--- src/rtl/ikaopll_slotgen.sv ---
// Slot/timing generator: splits phiM enables into phi1 edge enables and walks the
// {channel, operator} slot frame, publishing indices, a delayed slot tap and frame strobes.
module ikaopll_slotgen #(
    parameter int PHI_DIV    = 4,
    parameter int NUM_CH     = 9,
    parameter int OPS_PER_CH = 2,
    parameter int RHY_CH     = 3,
    parameter int DLY        = 2,
    localparam int SLOTS = NUM_CH * OPS_PER_CH,
    localparam int SW    = (SLOTS > 1) ? $clog2(SLOTS) : 1,
    localparam int CW    = (NUM_CH > 1) ? $clog2(NUM_CH) : 1,
    localparam int OW    = (OPS_PER_CH > 1) ? $clog2(OPS_PER_CH) : 1
) (
    input  logic          i_EMUCLK,
    input  logic          i_RST,
    input  logic          i_phiM_PCEN_n,
    input  logic          i_RHYTHM_EN,
    output logic          o_phi1_PCEN_n,
    output logic          o_phi1_NCEN_n,
    output logic [SW-1:0] o_SLOT,
    output logic [CW-1:0] o_CH,
    output logic [OW-1:0] o_OP,
    output logic [SW-1:0] o_SLOT_DLY,
    output logic          o_FRAME_START,
    output logic          o_SAMPLE_EN,
    output logic          o_RHYTHM_ACT,
    output logic          o_RHY_SLOT
);

    localparam int PW = (PHI_DIV > 1) ? $clog2(PHI_DIV) : 1;

    logic [PW-1:0] ph;
    logic [CW-1:0] ch;
    logic [OW-1:0] op;
    logic [SW-1:0] slot;
    logic [SW-1:0] slot_p [DLY];
    logic          rhythm_act;

    logic phim_en;
    logic pcen;
    logic ncen;
    logic op_last;
    logic ch_last;
    logic wrap;
    logic in_rhy_ch;

    // Reset masks the enables so nothing downstream sees an edge while held.
    assign phim_en = ~i_phiM_PCEN_n & ~i_RST;
    assign pcen    = phim_en & (ph == PW'(0));
    assign ncen    = phim_en & (ph == PW'(PHI_DIV / 2));
    assign op_last = (op == OW'(OPS_PER_CH - 1));
    assign ch_last = (ch == CW'(NUM_CH - 1));
    assign wrap    = ncen & (slot == SW'(SLOTS - 1));

    always_ff @(posedge i_EMUCLK) begin
        if (i_RST) begin
            ph <= '0;
        end else if (~i_phiM_PCEN_n) begin
            ph <= (ph == PW'(PHI_DIV - 1)) ? '0 : ph + PW'(1);
        end
    end

    // Slot counter: linear slot index is kept in its own register to avoid a multiplier.
    always_ff @(posedge i_EMUCLK) begin
        if (i_RST) begin
            ch   <= '0;
            op   <= '0;
            slot <= '0;
        end else if (ncen) begin
            if (op_last) begin
                op <= '0;
                ch <= ch_last ? '0 : ch + CW'(1);
            end else begin
                op <= op + OW'(1);
            end
            slot <= (op_last & ch_last) ? '0 : slot + SW'(1);
        end
    end

    // Delayed slot taps, one stage per phi1 cycle.
    always_ff @(posedge i_EMUCLK) begin
        if (i_RST) begin
            for (int i = 0; i < DLY; i++) slot_p[i] <= '0;
        end else if (ncen) begin
            slot_p[0] <= slot;
            for (int i = 1; i < DLY; i++) slot_p[i] <= slot_p[i-1];
        end
    end

    always_ff @(posedge i_EMUCLK) begin
        if (i_RST) begin
            rhythm_act <= 1'b0;
        end else if (wrap) begin
            rhythm_act <= i_RHYTHM_EN;
        end
    end

    generate
        if (RHY_CH == 0) begin : g_no_rhy
            assign in_rhy_ch = 1'b0;
        end else begin : g_rhy
            assign in_rhy_ch = (32'(ch) >= 32'(NUM_CH - RHY_CH));
        end
    endgenerate

    assign o_phi1_PCEN_n = ~pcen;
    assign o_phi1_NCEN_n = ~ncen;
    assign o_SLOT        = slot;
    assign o_CH          = ch;
    assign o_OP          = op;
    assign o_SLOT_DLY    = slot_p[DLY-1];
    assign o_FRAME_START = i_RST | (slot == '0);
    assign o_SAMPLE_EN   = wrap;
    assign o_RHYTHM_ACT  = rhythm_act;
    assign o_RHY_SLOT    = ~i_RST & rhythm_act & in_rhy_ch;

endmodule

--- config.mk ---
export PLATFORM = sky130hd
export DESIGN_NAME = ikaopll_slotgen
export DESIGN_NICKNAME = d
export VERILOG_FILES = /design/src/rtl/ikaopll_slotgen.sv
export SDC_FILE = /design/constraint.sdc
export NUM_CORES = 1
export LEC_CHECK = 0
export ABC_AREA = 1
export CORE_UTILIZATION = 44
export CTS_CLUSTER_SIZE = 20
export DETAILED_ROUTE_END_ITERATION = 7
export PLACE_DENSITY = 0.72
export SKIP_LAST_GASP = 1
export SYNTH_ARGS = -nofsm -noshare
export SYNTH_HDL_FRONTEND = slang
export SYNTH_SLANG_ARGS = --single-unit
export TNS_END_PERCENT = 30
--- constraint.sdc ---
create_clock -name i_EMUCLK -period 1.2 [get_ports i_EMUCLK]
set_input_delay 0.12 -clock i_EMUCLK [delete_from_list [all_inputs] [get_ports i_EMUCLK]]
set_output_delay 0.12 -clock i_EMUCLK [all_outputs]
set_load 0.01 [all_outputs]
==> metrics.md <==
| Metric | Value |
|---|---|
| Status | `finished, violations left` |
| Failing checks | `setup timing` |
| Die W | `~54 um` |
| # hold bufs at CTS | `0` |
| Bufs on Longest Clock Path | `2` |
| Via density per instance | `4.728` |
| GRT Overall Usage | `between 20% and 30%` |
| DR pass1 iterations | `3` |
| Hold WC Path Type | `in2reg` |
| Pwr dens | `roughly 750 nW/um^2` |
| Ys flop type | `dfxtp_1` |
| WHS | `just over 0.4 ns` |
| Core Region | `~2500 um^2` |
| Seq cells post-synth | `23` |
| Max-cap violations | `0` |
| Async S/R FF share, synth | `0%` |
| Setup slack after layout | `-0.2608 ns` |
| Max Freq | `slightly below 0.7 GHz` |
| Crit. Startpoint | `o_CH[0]` |
| Worst Max-Slew Pin Slew | `a little over 0.2 ns` |
| Initial antenna violation count | `0` |
| Reg area | `between 500 and 600 um^2` |
| CP startpoint kind | `flip-flop` |
| Num CTS Buffers | `3` |
| Area Overhead vs Synth | `62.97%` |
| Slew Viols, Final | `0` |
| Critical path fanouts, max | `2` |
| H-tree levels | `1` |
| Worst path max stage delay | `0.36 ns` |
| Static Leak | `roughly 0.91 nW` |
| Fillers | `~170` |
| HPWL after DPL | `1855 um` |
| Rows | `18` |
| Arr. time, crit path | `roughly 1.3 ns` |
| Synth Net Count | `approximately 150` |
| GRT overflow | `0` |
| CTS Sinks | `23` |
| Final Hold Fails | `0` |
| Port Buffer Count | `24` |
| Register area share after synthesis | `approximately 48%` |
| Final Wtd Congestion | `a little over 0.8` |
| Reg-to-reg startpoint | `o_CH[1]` |
| Number of nets in the layout | `between 200 and 250` |
| Avg Synthesized Cell Area | `between 8 and 9 um^2` |
| Ports | `25` |
| Required time of the critical path | `~1.1 ns` |
| Kind of critical path | `reg2out` |
| Delay-heaviest family, CP | `flip-flops` |
| Hold path start | `i_RHYTHM_EN` |
| Residual DRC count | `0` |
| Synth area leaders | `edfxtp_1, dfxtp_1, ha_1, nor2_1, inv_1` |
| Synth cell types | `20` |
| Antenna viol nets, final | `0` |
| Die ar. | `2875 um^2` |
| Setup crit end kind | `primary output` |
| Global-route wire length before repair | `4160 um` |
| Post-synth EDFFs | `10` |
| Rel. slew slack | `between 80% and 90%` |
| Crit path buf inv count | `3` |
| Synthesis Warnings | `0` |
| Final min period | `1.461 ns` |
| Vias in the first global route | `about 1k` |
| Crit-path cells | `inv_2, ha_4, nor2_4, nor2_2, o211ai_1, inv_1, buf_2` |
| Largest area contributor in the netlist | `edfxtp_1` |
| Crit share post-route | `121.7%` |
| Height of the die | `53.62 um` |
| Antenna diode count | `0` |
| Vias | `between 1k and 1.5k` |
| Post-detailed-routing wire length | `~2900 um` |
| Leading cell types by count after synthesis | `nor2_1, inv_1, nand2_1` |
| Post-synth top area share | `25.61%` |
| Avg WL per Cell | `12.62 um` |
| Slowest-stage cell, CP | `dfxtp_2` |
| Pre-CTS WS | `-0.4335 ns` |
| Post-synthesis cell count | `~140` |
| Layout cell share with drive strength beyond 1 | `44.44%` |
| CTS tree | `built` |
| Final setup fails | `23` |
| Synthesized area | `roughly 1200 um^2` |
| Largest net degree at the start of global routing | `14` |
| DR iter-0 viols | `5` |
| Reg clk slew, reported paths | `about 0.13 ns` |
| RSZ-0062 raised after global routing | `true` |
| Most frequent cell after synthesis | `nor2_1` |
| Initial Utilization | `roughly 47%` |
| Root Buffer | `clkbuf_4` |
| Max rail drop VDD | `approximately 0.7 mV` |
| Fin Clk Skew | `between 0.01 and 0.015 ns` |
| Worst-Skew Late Latency | `0.31 ns` |
| Multi-input gate area | `between 600 and 700 um^2` |
## through the flow
| step | instance area [um^2] | TNS, ns | power [mW] | instances | util (%) |
|---|---|---|---|---|---|
| floorplan | 1179 | 0 | 0.9581 | 135 | - |
| global placement | 1648 | -6.915 | 1.043 | 215 | 65.92 |
| detailed placement | 1648 | -8.035 | 1.050 | 215 | 65.92 |
| CTS | 1750 | -5.153 | 1.420 | 224 | 70.02 |
| global route | 1911 | -4.149 | 1.509 | 228 | 76.43 |
| finish | 1911 | -2.464 | 1.442 | 228 | 76.43 |
## state kept, by name (all words and copies together), names as in the netlist
name,flops
o_SLOT,5
slot_p,10
o_CH,4
ph,2
o_RHYTHM_ACT,1
o_OP,1
## placed cells by master (no fill, tap or decap), types with 2 or more instances in the layout
cell / count
nand2_1: 13
dlymetal6s2s_1: 3
nor2_2: 5
o21ai_0: 5
dfxtp_4: 2
inv_4: 3
buf_6: 6
nand3_1: 6
nand3_2: 3
dlygate4sd2_1: 4
nor2_1: 20
buf_2: 3
nand2_4: 3
a21oi_1: 5
dfxtp_2: 6
clkbuf_4: 3
dfxtp_1: 5
clkdlybuf4s50_1: 9
ha_4: 6
clkdlybuf4s15_1: 3
inv_2: 3
buf_4: 35
ha_1: 3
inv_1: 17
nand4_1: 2
edfxtp_1: 10
nor2_4: 3
nand2_2: 3
## logic make-up (layout without fill, tap and decap cells)
family	count (synthesis)	in the layout	share of synthesized area [%]
adder cells (fa/ha/maj)	9	9	9.605
XOR/XNOR	1	1	0.7472
buffers and inverters	29	91	11.21
AND/OR/NAND/NOR	60	61	24.87
AO/OA/AOI/OAI	13	13	5.764
flip-flops	23	23	47.81
## routing by layer
layer	global-route usage (%)	up-vias	wire length, um
met5	0	-	0
met4	11.40	0	117
met3	3.672	14	99
met2	35.83	29	1535
met1	22.63	485	1125
li1	-	550	-
## report_power, final
group | switching (mW) | leakage [nW] | total (mW) | internal [mW]
Clock | 0.231 | 0.0150 | 0.361 | 0.130
Sequential | 0.0128 | 0.213 | 0.852 | 0.839
Combinational | 0.111 | 0.684 | 0.229 | 0.118
Total | 0.355 | 0.913 | 1.44 | 1.09
## tightest hold or removal path: cells and delay by family
family / cells / cell delay, ns
simple gates: 3 / 0.13
buf+inv: 2 / 0.44
## what timing repair did
item / CTS / global route
pin swaps: 5 / 14
buffers inserted: 5 / 5
gates cloned: 0 / 1
setup endpoints to repair: 41 / 45
gates resized for setup: 50 / 36
## final cells by class
class                           count  share of cell area (%)
Multi-Input combinational cell     84                   32.68
Sequential cell                    23                   30.12
Timing Repair Buffer               64                   28.95
Inverter                           23                   4.912
Tap cell                           30                   1.965
Clock buffer                        4                   1.375
## path summary, 6_finish.rpt
check                       to  slack [ns]  cells after the start
setup / recovery    o_RHY_SLOT       -0.26                      7
hold reg to reg   o_RHYTHM_ACT        0.53                      2
setup reg to reg     o_SLOT[1]       -0.21                      8
hold / removal    o_RHYTHM_ACT        0.40                      5
No activity file was read; power rests on OpenSTA's default activity.
